**config.mk**
```make
export PLATFORM = sky130hd
export DESIGN_NAME = ov7670_capture
export DESIGN_NICKNAME = d
export VERILOG_FILES = /design/src/rtl/ov7670_capture.sv
export SDC_FILE = /design/constraint.sdc
export NUM_CORES = 1
export LEC_CHECK = 0
export CAP_MARGIN = 20
export CELL_PAD_IN_SITES_DETAIL_PLACEMENT = 1
export CELL_PAD_IN_SITES_GLOBAL_PLACEMENT = 2
export CORE_MARGIN = 3
export CORE_UTILIZATION = 29
export CTS_BUF_LIST = sky130_fd_sc_hd__clkbuf_16
export DETAILED_ROUTE_END_ITERATION = 10
export PLACE_DENSITY_LB_ADDON = 0.15
export SYNTH_ARGS = -nofsm -noshare
export SYNTH_HDL_FRONTEND = slang
export SYNTH_SLANG_ARGS = --single-unit
```
**constraint.sdc**
```tcl
create_clock -name clk_i -period 1.4 [get_ports clk_i]
set_input_delay 0.28 -clock clk_i [delete_from_list [all_inputs] [get_ports clk_i]]
set_output_delay 0.28 -clock clk_i [all_outputs]
set_load 0.1 [all_outputs]
```
**src/rtl/ov7670_capture.sv**
```systemverilog
// OV7670 DVP capture: resynchronises the camera bus into clk_i and assembles RGB565 pixels behind a valid/ready output.
// Build option: define OV7670_CAPTURE_TEST_PATTERN_EN to replace camera bytes with a coordinate test pattern.
//
//  state    | meaning
//  WAIT_CFG | camera not configured yet
//  SYNC     | configured, waiting for vsync high to find a frame boundary
//  ARM      | vertical blanking, frame begins on vsync fall
//  FRAME    | capturing lines
module ov7670_capture (
  input  logic        clk_i,
  input  logic        rst_i,
  input  logic        cfg_done_i,
  input  logic        cam_pclk_i,
  input  logic        cam_vsync_i,
  input  logic        cam_href_i,
  input  logic [7:0]  cam_data_i,
  input  logic        pix_ready_i,
  output logic        pix_valid_o,
  output logic [15:0] pix_data_o,
  output logic [9:0]  pix_x_o,
  output logic [8:0]  pix_y_o,
  output logic        frame_start_o,
  output logic        frame_end_o,
  output logic        drop_err_o
);

  localparam logic [1:0] ST_WAIT_CFG = 2'd0;
  localparam logic [1:0] ST_SYNC     = 2'd1;
  localparam logic [1:0] ST_ARM      = 2'd2;
  localparam logic [1:0] ST_FRAME    = 2'd3;
  localparam logic [9:0] X_MAX       = 10'd1023;
  localparam logic [8:0] Y_MAX       = 9'd511;

  logic        pclk_meta_q, pclk_sync_q, pclk_prev_q;
  logic        vsync_meta_q, vsync_sync_q, vsync_prev_q;
  logic        href_meta_q, href_sync_q, href_prev_q;
  logic [7:0]  data_meta_q, data_sync_q;
  logic [1:0]  state_q, state_d;
  logic        phase_q, phase_d;
  logic [7:0]  hi_byte_q, hi_byte_d;
  logic        valid_q, valid_d;
  logic [15:0] pix_q, pix_d;
  logic [9:0]  x_q, x_d;
  logic [8:0]  y_q, y_d;
  logic        inc_x_q, inc_x_d;
  logic        line_end_q, line_end_d;
  logic        fs_q, fs_d, fe_q, fe_d, drop_q, drop_d;
  logic        pclk_rise, vsync_rise, vsync_fall, href_fall, byte_en;
  logic [15:0] new_pix;

  assign pclk_rise  = pclk_sync_q & ~pclk_prev_q;
  assign vsync_rise = vsync_sync_q & ~vsync_prev_q;
  assign vsync_fall = ~vsync_sync_q & vsync_prev_q;
  assign href_fall  = ~href_sync_q & href_prev_q;
  // href_prev keeps a byte that lands in the same cycle as the href fall
  assign byte_en    = pclk_rise & (href_sync_q | href_prev_q) & ~vsync_sync_q;

`ifdef OV7670_CAPTURE_TEST_PATTERN_EN
  assign new_pix = {x_q[7:3], y_q[7:2], x_q[7:3] ^ y_q[7:3]};
`else
  assign new_pix = {hi_byte_q, data_sync_q};
`endif

  always_comb begin
    state_d    = state_q;
    phase_d    = phase_q;
    hi_byte_d  = hi_byte_q;
    valid_d    = valid_q;
    pix_d      = pix_q;
    x_d        = x_q;
    y_d        = y_q;
    inc_x_d    = 1'b0;
    line_end_d = 1'b0;
    fs_d       = 1'b0;
    fe_d       = 1'b0;
    drop_d     = drop_q;

    if (valid_q && pix_ready_i) valid_d = 1'b0;

    // Column/row updates lag their event by one clk so pix_x/pix_y still describe the pixel just presented.
    if (inc_x_q && (x_q != X_MAX)) x_d = x_q + 10'd1;
    if (line_end_q) begin
      x_d = '0;
      if (y_q != Y_MAX) y_d = y_q + 9'd1;
    end

    case (state_q)
      ST_WAIT_CFG: if (cfg_done_i) state_d = ST_SYNC;
      ST_SYNC:     if (vsync_sync_q) state_d = ST_ARM;
      ST_ARM: begin
        if (vsync_fall) begin
          state_d = ST_FRAME;
          fs_d    = 1'b1;
          phase_d = 1'b0;
          x_d     = '0;
          y_d     = '0;
        end
      end
      ST_FRAME: begin
        if (vsync_rise) begin
          state_d = ST_ARM;
          fe_d    = 1'b1;
        end else begin
          if (byte_en) begin
            if (!phase_q) begin
              hi_byte_d = data_sync_q;
              phase_d   = 1'b1;
            end else begin
              phase_d = 1'b0;
              inc_x_d = 1'b1;
              if (!valid_q || pix_ready_i) begin
                valid_d = 1'b1;
                pix_d   = new_pix;
              end else begin
                drop_d = 1'b1;
              end
            end
          end
          if (href_fall) begin
            phase_d    = 1'b0;
            line_end_d = 1'b1;
          end
        end
      end
      default: state_d = ST_WAIT_CFG;
    endcase

    if (!cfg_done_i) begin
      state_d = ST_WAIT_CFG;
      phase_d = 1'b0;
      fs_d    = 1'b0;
      fe_d    = 1'b0;
    end
  end

  always_ff @(posedge clk_i) begin
    if (rst_i) begin
      pclk_meta_q  <= 1'b0;
      pclk_sync_q  <= 1'b0;
      pclk_prev_q  <= 1'b0;
      vsync_meta_q <= 1'b0;
      vsync_sync_q <= 1'b0;
      vsync_prev_q <= 1'b0;
      href_meta_q  <= 1'b0;
      href_sync_q  <= 1'b0;
      href_prev_q  <= 1'b0;
      data_meta_q  <= '0;
      data_sync_q  <= '0;
      state_q      <= ST_WAIT_CFG;
      phase_q      <= 1'b0;
      hi_byte_q    <= '0;
      valid_q      <= 1'b0;
      pix_q        <= '0;
      x_q          <= '0;
      y_q          <= '0;
      inc_x_q      <= 1'b0;
      line_end_q   <= 1'b0;
      fs_q         <= 1'b0;
      fe_q         <= 1'b0;
      drop_q       <= 1'b0;
    end else begin
      pclk_meta_q  <= cam_pclk_i;
      pclk_sync_q  <= pclk_meta_q;
      pclk_prev_q  <= pclk_sync_q;
      vsync_meta_q <= cam_vsync_i;
      vsync_sync_q <= vsync_meta_q;
      vsync_prev_q <= vsync_sync_q;
      href_meta_q  <= cam_href_i;
      href_sync_q  <= href_meta_q;
      href_prev_q  <= href_sync_q;
      data_meta_q  <= cam_data_i;
      data_sync_q  <= data_meta_q;
      state_q      <= state_d;
      phase_q      <= phase_d;
      hi_byte_q    <= hi_byte_d;
      valid_q      <= valid_d;
      pix_q        <= pix_d;
      x_q          <= x_d;
      y_q          <= y_d;
      inc_x_q      <= inc_x_d;
      line_end_q   <= line_end_d;
      fs_q         <= fs_d;
      fe_q         <= fe_d;
      drop_q       <= drop_d;
    end
  end

  assign pix_valid_o   = valid_q;
  assign pix_data_o    = pix_q;
  assign pix_x_o       = x_q;
  assign pix_y_o       = y_q;
  assign frame_start_o = fs_q;
  assign frame_end_o   = fe_q;
  assign drop_err_o    = drop_q;

endmodule

```
; ---- Word-level counts from Yosys, hierarchy flattened
; Index checks and enable logic that the tools add are counted.
[op_classes]
add_sub_neg = 2
eq_ne = 10
muxes = 28
n_bitwise = 18
n_reduce_logical = 16
[op_table]
columns = operator, count
row1 = two-way mux 10 bit, 4
row2 = two-way mux 9 bit, 4
row3 = two-way mux 1 bit, 15
row4 = NOT 1 bit, 11
row5 = "adder 10 x 1 -> 10 bit, second input constant", 1
row6 = "inequality test 10 bit, second input constant", 1
row7 = AND reduction 5 bit, 2
row8 = "adder 9 x 1 -> 9 bit, second input constant", 1
row9 = "inequality test 9 bit, second input constant", 1
row10 = OR reduction 3 bit, 3
row11 = "inequality test 2 bit, second input constant", 4
row12 = case mux 2 bit (4 select lines), 1
row13 = AND reduction 4 bit, 2
row14 = AND 1 bit, 6
row15 = two-way mux 2 bit, 3
row16 = "== test 2 bit, second input constant", 2
row17 = OR reduction 4 bit, 1
row18 = "inequality test 3 bit, second input constant", 1
row19 = AND reduction 3 bit, 1
row20 = "== test 2 x 1 -> 1 bit, second input constant", 1
row21 = logical AND 1 bit, 2
row22 = logical NOT 2 bit, 1
row23 = case mux 1 bit (2 select lines), 1
row24 = nonzero test 2 bit, 1
row25 = 4 further kinds, 4
[word_totals]
register_bits = 77
input_bits = 15
output_inout_bits = 39
elab_cells = 97

; ---- Depth between registers and ports, before layout
; Gate-level depths: netlist (run 1).
[depth]
ltp_word = 8
ltp_mapped = 6
ltp_nobuf = 5

; ---- Worst setup path before layout (run 1)
; Ideal clock, no wire load.
[synth_timing]
path_kind = register to register
from = register x_q[4], in the netlist pix_x_o[4]
to = register x_q[1], in the netlist pix_x_o[1]
setup_time_ns = 0.118
arrival_ns = 2.101
required_ns = 1.282
path_slack_ns = -0.819
path_stages_with_launch = 5
n_path_buf = 0
period_less_slack_ns = 2.219
path_cell_list = dfxtp_1 nand3_1 o31ai_2 mux2i_1 nor2_1
[synth_via]
elab_chain_len = 6
[synth_lines]
columns = element, line_no
row1 = "start, declared", 43  ; logic [9:0] x_q, x_d;
row2 = "start signal, assigned", 154  ; x_q <= '0;
row3 = "start signal, assigned", 178  ; x_q <= x_d;
row4 = inequality test 10 bit (*), 81  ; if (inc_x_q && (x_q != X_MAX)) x_d = x_q + 10'd1;
row5 = logical AND 1 bit (*), 81
row6 = two-way mux 10 bit (*), 81
row7 = two-way mux 10 bit (*), 82  ; if (line_end_q) begin
row8 = two-way mux 10 bit, 91  ; if (vsync_fall) begin
row9 = two-way mux 10 bit (*), 87  ; case (state_q)
; Every way passes the cells marked *; elsewhere a longest branch is shown, timed or not.
; A chain may end at the register's enable or synchronous reset.

; ---- Worst setup path after layout (run 1)
[layout_timing]
from = register vsync_sync_q
to = register pix_q[15], in the netlist pix_data_o[15]
[layout_via]
elab_chain_len = 3
word_cells_on_any_way = 5
classes_between = bitwise: 4 / reduce/logical: 1
[layout_lines]
columns = element, line_no
row1 = "start, declared", 35  ; logic vsync_meta_q, vsync_sync_q, vsync_prev_q;
row2 = "start signal, assigned", 166  ; vsync_sync_q <= vsync_meta_q;
row3 = AND 1 bit or NOT 1 bit (tied branches), "52, 56"
row4 = NOT 1 bit (no line) or AND 1 bit (tied branches), -
row5 = AND reduction 5 bit (no line) (*), -
row6 = "end signal, assigned", 177  ; pix_q <= pix_d;
row7 = "end, declared", 42  ; logic [15:0] pix_q, pix_d;
; Marked as above.

==> results of run 1 <==
==> cell families (layout without fill, tap and decap cells) <==
logic type	after synthesis	after routing	synth area share, %
adder cells (fa/ha/maj)	2	2	0.841
AND/OR/NAND/NOR	138	138	26.3
flip-flops	77	77	51.8
AO/OA/AOI/OAI	30	30	6.61
multiplexers	29	29	9.76
XOR/XNOR	5	5	1.47
buffers and inverters	18	98	3.20
==> power groups by stage <==
stage,clock (uW),combinational (uW),sequential [uW]
final,2730,151,2200
after global routing,2910,168,2200
after CTS,2800,154,2200
after detailed placement,0,150,2250
after global placement,0,149,2250
after floorplan,0,83.1,2250
==> sequential cells by signal, indices dropped and copies added, names as in the netlist <==
name,cells
pix_data_o,16
pix_x_o,10
pix_y_o,9
data_meta_q,8
data_sync_q,8
hi_byte_q,8
state_q,2
drop_err_o,1
frame_end_o,1
frame_start_o,1
href_meta_q,1
href_prev_q,1
href_sync_q,1
inc_x_q,1
line_end_q,1
pclk_meta_q,1
pclk_prev_q,1
pclk_sync_q,1
phase_q,1
pix_valid_o,1
vsync_meta_q,1
vsync_prev_q,1
vsync_sync_q,1
==> worst max-delay path: cells and delay by family (launching register included) <==
kind	cells	cell delay (ns)
flip-flops	1	0.35
AND/OR/NAND/NOR	3	0.65
buffers and inverters	1	0.14
multiplexers	1	0.21
==> cells in the final DEF (no fill, tap or decap), types with 4 or more instances in the layout <==
master,netlist,final
buf_12,1,40
nand2_1,8,6
clkbuf_16,0,12
buf_4,0,21
nand3_1,5,4
nor2_1,29,29
nand2b_1,36,36
dfxtp_1,77,55
mux2i_1,29,28
nor2b_1,30,30
nor3_1,10,8
nand4_1,5,5
clkdlybuf4s50_1,0,13
dfxtp_4,0,20
a21oi_1,10,9
inv_1,5,5
xor2_1,5,5
==> final timing paths <==
kind                                       to  cells past startpoint
setup / recovery  pix_data_o[15]$_SDFFE_PP0P_                      5
hold / removal          pix_x_o[7]$_SDFF_PP0_                      3
setup reg to reg  pix_data_o[15]$_SDFFE_PP0P_                      5
hold reg to reg     data_sync_q[1]$_SDFF_PP0_                      1
==> layout make-up <==
type	count	area [um^2]	share of cell area (%)
Timing Repair Buffer	77	1130	23.8
Inverter	5	18.8	0.396
Clock inverter	5	86.3	1.82
Tap cell	133	166	3.51
Sequential cell	77	1620	34.2
Multi-Input combinational cell	204	1440	30.5
Clock buffer	11	275	5.81
==> repair_timing <==
item                       CTS  global route
hold buffers                 0             0
cloned                       0             1
buffers inserted             0             1
setup endpoints to repair   30            36
pin swaps                    0             3
gates resized for setup      7             3
==> stage by stage <==
step                      area, um^2  setup slack (ns)  util (%)
after floorplan                 3110            -0.126         -
final                           4740           -0.0292      48.0
after CTS                       4690           -0.0510      47.6
after global placement          4300            -0.154      43.6
after global routing            4740           -0.0975      48.0
after detailed placement        4300            -0.189      43.6
==> metal layers <==
layer	global-route usage, %	share of wire (%)	up-vias
met5	0	0	-
met4	4.66	1.4	0
met3	3.24	4.6	10
met2	19.6	46	45
met1	16.2	48	1081
li1	-	-	1169
==> metrics.yaml, run 1 <==
sta:
  fin_skew_ns: 0.00652
  setup_slack_ns: -0.0292
  timing.final.crit_share_pct: 102
  finalCriticalPeriod_ns: 1.43
  fin_setup_tns_ns: -0.113
  setup-violations-final: 10
  drv_slew: 0
  whs_ns: 0.370
  worst_slew_pin_slew_ns: 0.450
  max_slew_margin_pct: 70.0
  hold_viol: 0
  rsz0062_at_grt: "yes"
  fmax_mhz: 700
grt:
  grtUsageTotal_pct: 12.4
  gr-total-overflow: 0
  antenna_found_initial: 0
  first_global_vias: 2413
  grt_pass1_wl_mm: 11.4
  grt_start_max_net_pins: 57
drt:
  vias: 2305
  dr.pass1.iters: 4
  drc: 0
  ant_nets: 0
  drt-vias-per-instance: 4.50
  finalWirelength_mm: 6.80
  wl_per_cell_um: 13.3
  first_iter_violations: 48
setup_path:
  slowest_stage: "dfxtp_2"
  path_max_fanout: 8
  critPathMaxStageDelay_ns: 0.35
  required_ns: 1.65
  crit_path_end_kind: "flop"
  startpoint_type: "flop"
  path_class: "flop to flop"
  path_cells: "nor3b_4, and2b_1, and4_4, buf_12, mux2i_2"
  critPathLaunch: "vsync_sync_q$_SDFF_PP0_"
  cp.arrival_ns: 1.68
  worstReg2RegStart: "vsync_sync_q$_SDFF_PP0_"
  r2r_setup_slack_ns: -0.03
power:
  leakagePower_uw: 0.00170
  power_frac_comb_pct: 3.0
  powerDensity_nw_per_um2: 1070
  power.clock.fraction_pct: 53.7
  switching_power_uw: 1010
  p_int_uw: 4070
  p_seq_share_pct: 43.3
  design_power_total_uw: 5080
  irDropWorstVdd_mv: 0.489
  swShare_pct: 20.0
logic_synthesis:
  synth_area_um2: 2970
  ys_ff_latch: 77
  yosysUniqueCellTypes: 39
  synth_area_leaders: "dfxtp_1 52%, mux2i_1 9.8%, nand2b_1 7.6%"
  netlist_instances: 299
  syn_nets: 316
  yosysMostFrequentCell: "dfxtp_1"
  synth_edf_count: 0
  yosysSeqAreaShare_pct: 51.8
  synth_warnings: 0
  avgSynthCellArea_um2: 9.95
  synth_flop_cell: "dfxtp_1"
  synthTopCellsByCount: "77 x dfxtp_1, 36 x nand2b_1, 30 x nor2b_1, 29 x mux2i_1, 29 x nor2_1"
  synth_largest_area_cell: "dfxtp_1"
  async_flop_share_pct: 0
  yosys.area.top_type_share_pct: 51.8
final_layout:
  fill_cells: 1046
  fin_cells: 512
  diodes: 0
  area_growth_pct: 59.4
  nets: 391
  drive_gt1_share_pct: 31.4
clocking:
  cts_sinks: 77
  cts_max_level: 3
  cts_root_buf: "clkbuf_16"
  clk_latency_ns: 0.33
  clk_path_buf_depth: 2
  cts_buffers: 9
  clk_pin_slew_ns: 0.06
  cts_tree: "yes"
placed_design:
  placed_cells: 494
  io_buffers: 53
  gp_congestion: 0.770
  place_hpwl_mm: 4.73
min_path:
  hold_class: "input port to flop"
  hp-start: "rst_i"
floorplan:
  die_area_um2: 11500
  die_h_um: 107
  core_area_um2: 9860
  initial_core_util_pct: 30.1
  row_count: 36
  ios: 54
  die_x_um: 107
job:
  cap_viol_max_count: 0
status:
  status: "complete, but fails checks"
  violations: "negative setup slack"
Power figures use the tool's default switching activity.
==> run 2, diff against run 1 <==
==> constraint.sdc (replaced) <==
create_clock -name clk_i -period 1.4 [get_ports clk_i]
set_input_delay 0.28 -clock clk_i [delete_from_list [all_inputs] [get_ports clk_i]]
set_output_delay 0.28 -clock clk_i [all_outputs]
set_load 0.005 [all_outputs]
==> metrics.yaml, run 2 (synthesis results as in run 1) <==
grt:
  grt_start_max_net_pins: 70  # +23%
  gr-total-overflow: 0  # unchanged
  grt_pass1_wl_mm: 11.8  # +3.8%
  grtUsageTotal_pct: 13.0  # +0.63 points
  first_global_vias: 2412  # -0.041%
  antenna_found_initial: 0  # unchanged
drt:
  dr.pass1.iters: 4  # unchanged
  drt-vias-per-instance: 4.55  # +1.1%
  first_iter_violations: 38  # -21%
  vias: 2417  # +4.9%
  wl_per_cell_um: 13.3  # +0.16%
  finalWirelength_mm: 7.07  # +3.9%
  drc: 0  # unchanged
  ant_nets: 0  # unchanged
sta:
  timing.final.crit_share_pct: 102  # -0.46 points
  fin_setup_tns_ns: -0.152  # -0.0386 ns
  max_slew_margin_pct: 60.8  # -9.3 points
  worst_slew_pin_slew_ns: 0.589  # +0.139 ns
  setup_slack_ns: -0.0227  # +0.00650 ns
  finalCriticalPeriod_ns: 1.42  # -0.00650 ns
  drv_slew: 0  # unchanged
  fin_skew_ns: 0.00910  # +0.00259 ns
  setup-violations-final: 16  # +6
  fmax_mhz: 703  # +0.46%
  hold_viol: 0  # unchanged
  rsz0062_at_grt: "yes"
setup_path:
  worst-path-buf-inv: 2  # +1
  path_max_fanout: 3  # -5
  crit_path_end_kind: "flop"
  startpoint_type: "flop"
  cp.arrival_ns: 1.68  # about the same
  required_ns: 1.66  # about the same
  path_cells: "nor3b_4, buf_4, buf_6, a21oi_4, or3_1, a21oi_1"
  critPathMaxStageDelay_ns: 0.38  # +0.03 ns
  crit_family: "simple AND/OR/NAND/NOR gates"
  slowest_stage: "or3_1"
  path_class: "flop to flop"
floorplan:
  initial_core_util_pct: 30.1  # unchanged
  die_area_um2: 11500  # unchanged
  row_count: 36  # unchanged
  core_area_um2: 9860  # unchanged
  die_x_um: 107  # unchanged
  ios: 54  # unchanged
  die_h_um: 107  # unchanged
final_layout:
  layout.cells.most_common: "dfxtp_1"
  nets: 410  # +4.9%
  diodes: 0  # unchanged
  drive_gt1_share_pct: 27.4  # -4.0 points
  fill_cells: 1132  # +8.2%
  largest_reg_flops: 16  # unchanged
  final_cell_mix: "50 x dfxtp_1, 39 x dlygate4sd2_1, 36 x nand2b_1"
  area_growth_pct: 48.2
  post-route-util_pct: 44.7  # -3.4 points
placed_design:
  place_hpwl_mm: 4.61  # -2.4%
  io_buffers: 53  # unchanged
  pre_cts_slack_ns: -0.225  # -0.0365 ns
  gp_congestion: 0.775  # +0.66%
status:
  status: "complete, but fails checks"
  violations: "negative setup slack"
power:
  leakagePower_uw: 0.00179  # +5.5%
  design_power_total_uw: 4770  # -6.2%
  powerDensity_nw_per_um2: 1080  # +0.92%
  irDropWorstVdd_mv: 0.527  # +7.6%
clocking:
  cts_max_level: 3  # unchanged
  cts_sinks: 77  # unchanged
  clk_latency_ns: 0.33  # about the same
  cts_tree: "yes"
  clk_path_buf_depth: 2  # unchanged
  cts_root_buf: "clkbuf_16"
  cts_buffers: 9  # unchanged
  clk_pin_slew_ns: 0.06  # about the same
min_path:
  hold_class: "input port to flop"
job:
  cap_viol_max_count: 0  # unchanged
## run 2: cell types whose count changed in the layout (fill, tap and decap cells not counted), sizes merged
cell / before / now
clkinvlp: 0 / 1
or2: 1 / 2
dlygate4sd2: 0 / 39
bufinv: 2 / 1
inv: 6 / 8
buf: 63 / 42
or3: 2 / 3
clkbuf: 12 / 9
## run 2: power breakdown
part	internal, uW	leakage [uW]	switching [uW]	total, uW
Combinational	98.0	0.00101	69.6	168
Clock	1400	0.000147	958	2360
Sequential	2220	0.000640	16.8	2240
## run 2: area by class of cell
class	count	area, um^2	share of cell area (%)
inverter	5	18.8	0.426
timing repair buffer	94	832	18.9
clock inverter	7	81.3	1.85
tap	133	166	3.78
clock buffer	9	225	5.11
multi-input combinational	206	1500	34.0
sequential	77	1580	35.9
## run 2: metal layers
layer  global-route usage (%)  vias to the layer above  wire length [um]  share of wire, %
li1                         -                     1213                 -                 -
met1                     16.7                     1147              3310                47
met2                     20.6                       45              3350                47
met3                     2.82                       12               253               3.6
met4                     6.39                        0               159               2.3
met5                        0                        -                 0                 0
## run 2: worst register-to-register path: cells and delay by family (launching register included)
kind                   cells  cell delay (ns)
DFF                        1             0.35
and+or+nand+nor            2             0.58
buffers and inverters      2             0.23
AOI/OAI and AO/OA          2             0.18
## run 2: timing repair
item,CTS,global route
setup buffers,7,4
hold buffers,0,0
cloned,1,2
resized for setup,76,28
endpoints found under the setup margin,72,45
pin swaps,2,10
## run 2: path summary, 6_finish.rpt
kind / startpoint / endpoint / slack, ns / cells after the start
setup / recovery: vsync_sync_q$_SDFF_PP0_ / phase_q$_SDFFE_PP0P_ / -0.02 / 6
hold / removal: rst_i / pix_y_o[7]$_SDFF_PP0_ / 0.36 / 3
setup reg to reg: vsync_sync_q$_SDFF_PP0_ / phase_q$_SDFFE_PP0P_ / -0.02 / 6
hold reg to reg: data_meta_q[4]$_SDFF_PP0_ / data_sync_q[4]$_SDFF_PP0_ / 0.44 / 1
## run 2: stage by stage
stage	std cells	hold WS, ns	cell area [um^2]
global placement	502	0.419	3840
global route	531	0.383	4410
CTS	526	0.376	4260
detailed placement	502	0.425	3840
floorplan	299	0.408	2980
finish	531	0.362	4410
==> patch, RTL diff (config.mk and constraints of run 2) <==
`x_q` no longer has a reset.
--- a/src/rtl/ov7670_capture.sv
+++ b/src/rtl/ov7670_capture.sv
@@ -151,7 +151,6 @@
       hi_byte_q    <= '0;
       valid_q      <= 1'b0;
       pix_q        <= '0;
-      x_q          <= '0;
       y_q          <= '0;
       inc_x_q      <= 1'b0;
       line_end_q   <= 1'b0;
@@ -175,7 +174,6 @@
       hi_byte_q    <= hi_byte_d;
       valid_q      <= valid_d;
       pix_q        <= pix_d;
-      x_q          <= x_d;
       y_q          <= y_d;
       inc_x_q      <= inc_x_d;
       line_end_q   <= line_end_d;
@@ -183,6 +181,10 @@
       fe_q         <= fe_d;
       drop_q       <= drop_d;
     end
+  end
+
+  always_ff @(posedge clk_i) begin
+    x_q <= x_d;
   end
 
   assign pix_valid_o   = valid_q;
Formal check against the unedited RTL: differs if rst_i is asserted again (counterexample within 10 cycles, from zero or initial values and one cycle with rst_i high); with rst_i held inactive, the same outputs for 10 cycles.
==> patch against run 2 <==
- combinational power down 12%
- worst setup slack better by 0.071 ns
- via count decreased by 2.0%
- clock power shrank 5%
- cell area fell by 1.5%
- power is 2.9% lower
- final cell count down 1.1%
- highest routed layer unchanged
- wire length fell by 4.2%
- sequential cell count unchanged
- critical endpoint is now pix_x_o[4]
- area after synthesis up 0.21%
==> patch: results (changes against run 2) <==
| Metric | Value |
|---|---|
| Average instance area after synthesis | 10.1 µm² (was 9.95 µm²) |
| Endpoint of the most critical register-to-register path | pix_x_o[4] (was phase_q) |
| Post-layout nets | 404 (was 410) |
| Global placement routability congestion | 0.765 (was 0.775) |
| Leading post-synthesis cells by cell area | sky130_fd_sc_hd__dfxtp_1, sky130_fd_sc_hd__mux2i_1, sky130_fd_sc_hd__nand2b_1 (unchanged) |
| Via density per instance | 4.51 (was 4.55) |
| Syn_nets | 313 (was 316) |
| Via Count | 2,369 (was 2,417) |
| GRT Resource Usage Total | 0.119 (was 0.130) |
| Reg2reg path depth | 4 (was 6) |
| Worst slew margin | 0.672 (was 0.608) |
| Pin count of the biggest net entering global routing | 61 (was 70) |
| Data arrival at the endpoint of the critical path | 1.59 ns (was 1.68 ns) |
| R2R Path Start | state_q[1] (was vsync_sync_q) |
| Distinct cell type count of the synthesized netlist | 43 (was 39) |
| Number of global-route vias before repair | 2,313 (was 2,412) |
| Commonest cells in the synthesized netlist | sky130_fd_sc_hd__dfxtp_1, sky130_fd_sc_hd__nand2b_1, sky130_fd_sc_hd__nor2_1 (was sky130_fd_sc_hd__dfxtp_1, sky130_fd_sc_hd__nand2b_1, sky130_fd_sc_hd__nor2b_1) |
| Worst Hold End | href_sync_q (was pix_y_o[7]) |
| Total half-perimeter wirelength after legalization and detailed placement | 4570 µm (was 4610 µm) |
| Avg WL per Cell | 12.9 µm (was 13.3 µm) |
| Worst setup skew after layout | 0.00660 ns (was 0.00910 ns) |
| Stage delay of the slowest cell on the critical path | 0.36 ns (was 0.38 ns) |
| Share of post-route cells with drive strength above 1 | 0.270 (was 0.274) |
| Run status | finished, final reports clean (was complete, but fails checks) |
| Number of cells in the design after placement | 500 (was 502) |
| Leakage power total | 0.00177 µW (was 0.00179 µW) |
==> patch: power by group <==
part	switching [µW]	internal (µW)	total, µW
combinational	60.5	87.5	148
sequential	17.6	2210	2230
clock	882	1370	2250
total	960	3670	4630
==> patch: worst register-to-register path: stages, from the launching register on <==
cell	delay (ns)
sky130_fd_sc_hd__dfxtp_4	0.36
sky130_fd_sc_hd__and4bb_2	0.27
sky130_fd_sc_hd__or2_4	0.30
sky130_fd_sc_hd__o21bai_1	0.16
sky130_fd_sc_hd__a31oi_1	0.17
==> patch: worst max path at each step <==
stage | end | slack (ns)
after floorplan | hi_byte_q[0] | -0.05
after global placement | pix_data_o[5] | -0.20
after detailed placement | pix_data_o[3] | -0.23
after CTS | pix_x_o[9] | 0.0001
after global routing | pix_y_o[1] | -0.04
final | pix_x_o[4] | 0.05
==> patch: cells by family (layout without fill, tap and decap cells) <==
| group | Yosys count | in the layout | share of synthesized area |
|---|---|---|---|
| AO/OA/AOI/OAI | 31 | 31 | 0.0693 |
| XOR/XNOR | 4 | 4 | 0.0118 |
| adder cells (fa/ha/maj) | 2 | 2 | 0.00839 |
| buffers and inverters | 17 | 113 | 0.0298 |
| flip-flops | 77 | 77 | 0.517 |
| multiplexers | 27 | 27 | 0.0907 |
| AND/OR/NAND/NOR | 138 | 138 | 0.273 |
==> patch: area by class of cell <==
type | count | area (µm²)
clock buffers | 9 | 225
well taps | 133 | 166
flip-flops and latches | 77 | 1600
inverters | 2 | 7.51
multi-input cells | 202 | 1430
clock inverters | 7 | 66.3
fillers | 1100 | 5520
repair buffers | 95 | 851
==> patch: routing by layer <==
layer  wire, µm  global-route usage
met5          0                   0
met4        119              0.0595
met3        228              0.0234
met2       3270               0.193
met1       3150               0.151
==> patch: what timing repair did <==
item | in CTS | in global routing
hold buffers | 0 | 0
setup endpoints to repair | 68 | 38
buffers inserted | 3 | 5
pin swaps | 0 | 13
gates resized for setup | 70 | 22
hold endpoints to repair | 0 | 0
cloned | 0 | 1
==> patch: metrics by stage <==
| stage | utilization | power [µW] | cell area (µm²) | hold WS [ns] |
|---|---|---|---|---|
| 2_1_floorplan | - | 2380 | 3020 | 0.408 |
| 3_3_place_gp | 0.393 | 2440 | 3870 | 0.421 |
| 3_5_place_dp | 0.393 | 2440 | 3870 | 0.428 |
| 4_1_cts | 0.425 | 4710 | 4190 | 0.205 |
| 5_1_grt | 0.440 | 4810 | 4340 | 0.221 |
| 6_report | 0.440 | 4630 | 4340 | 0.210 |
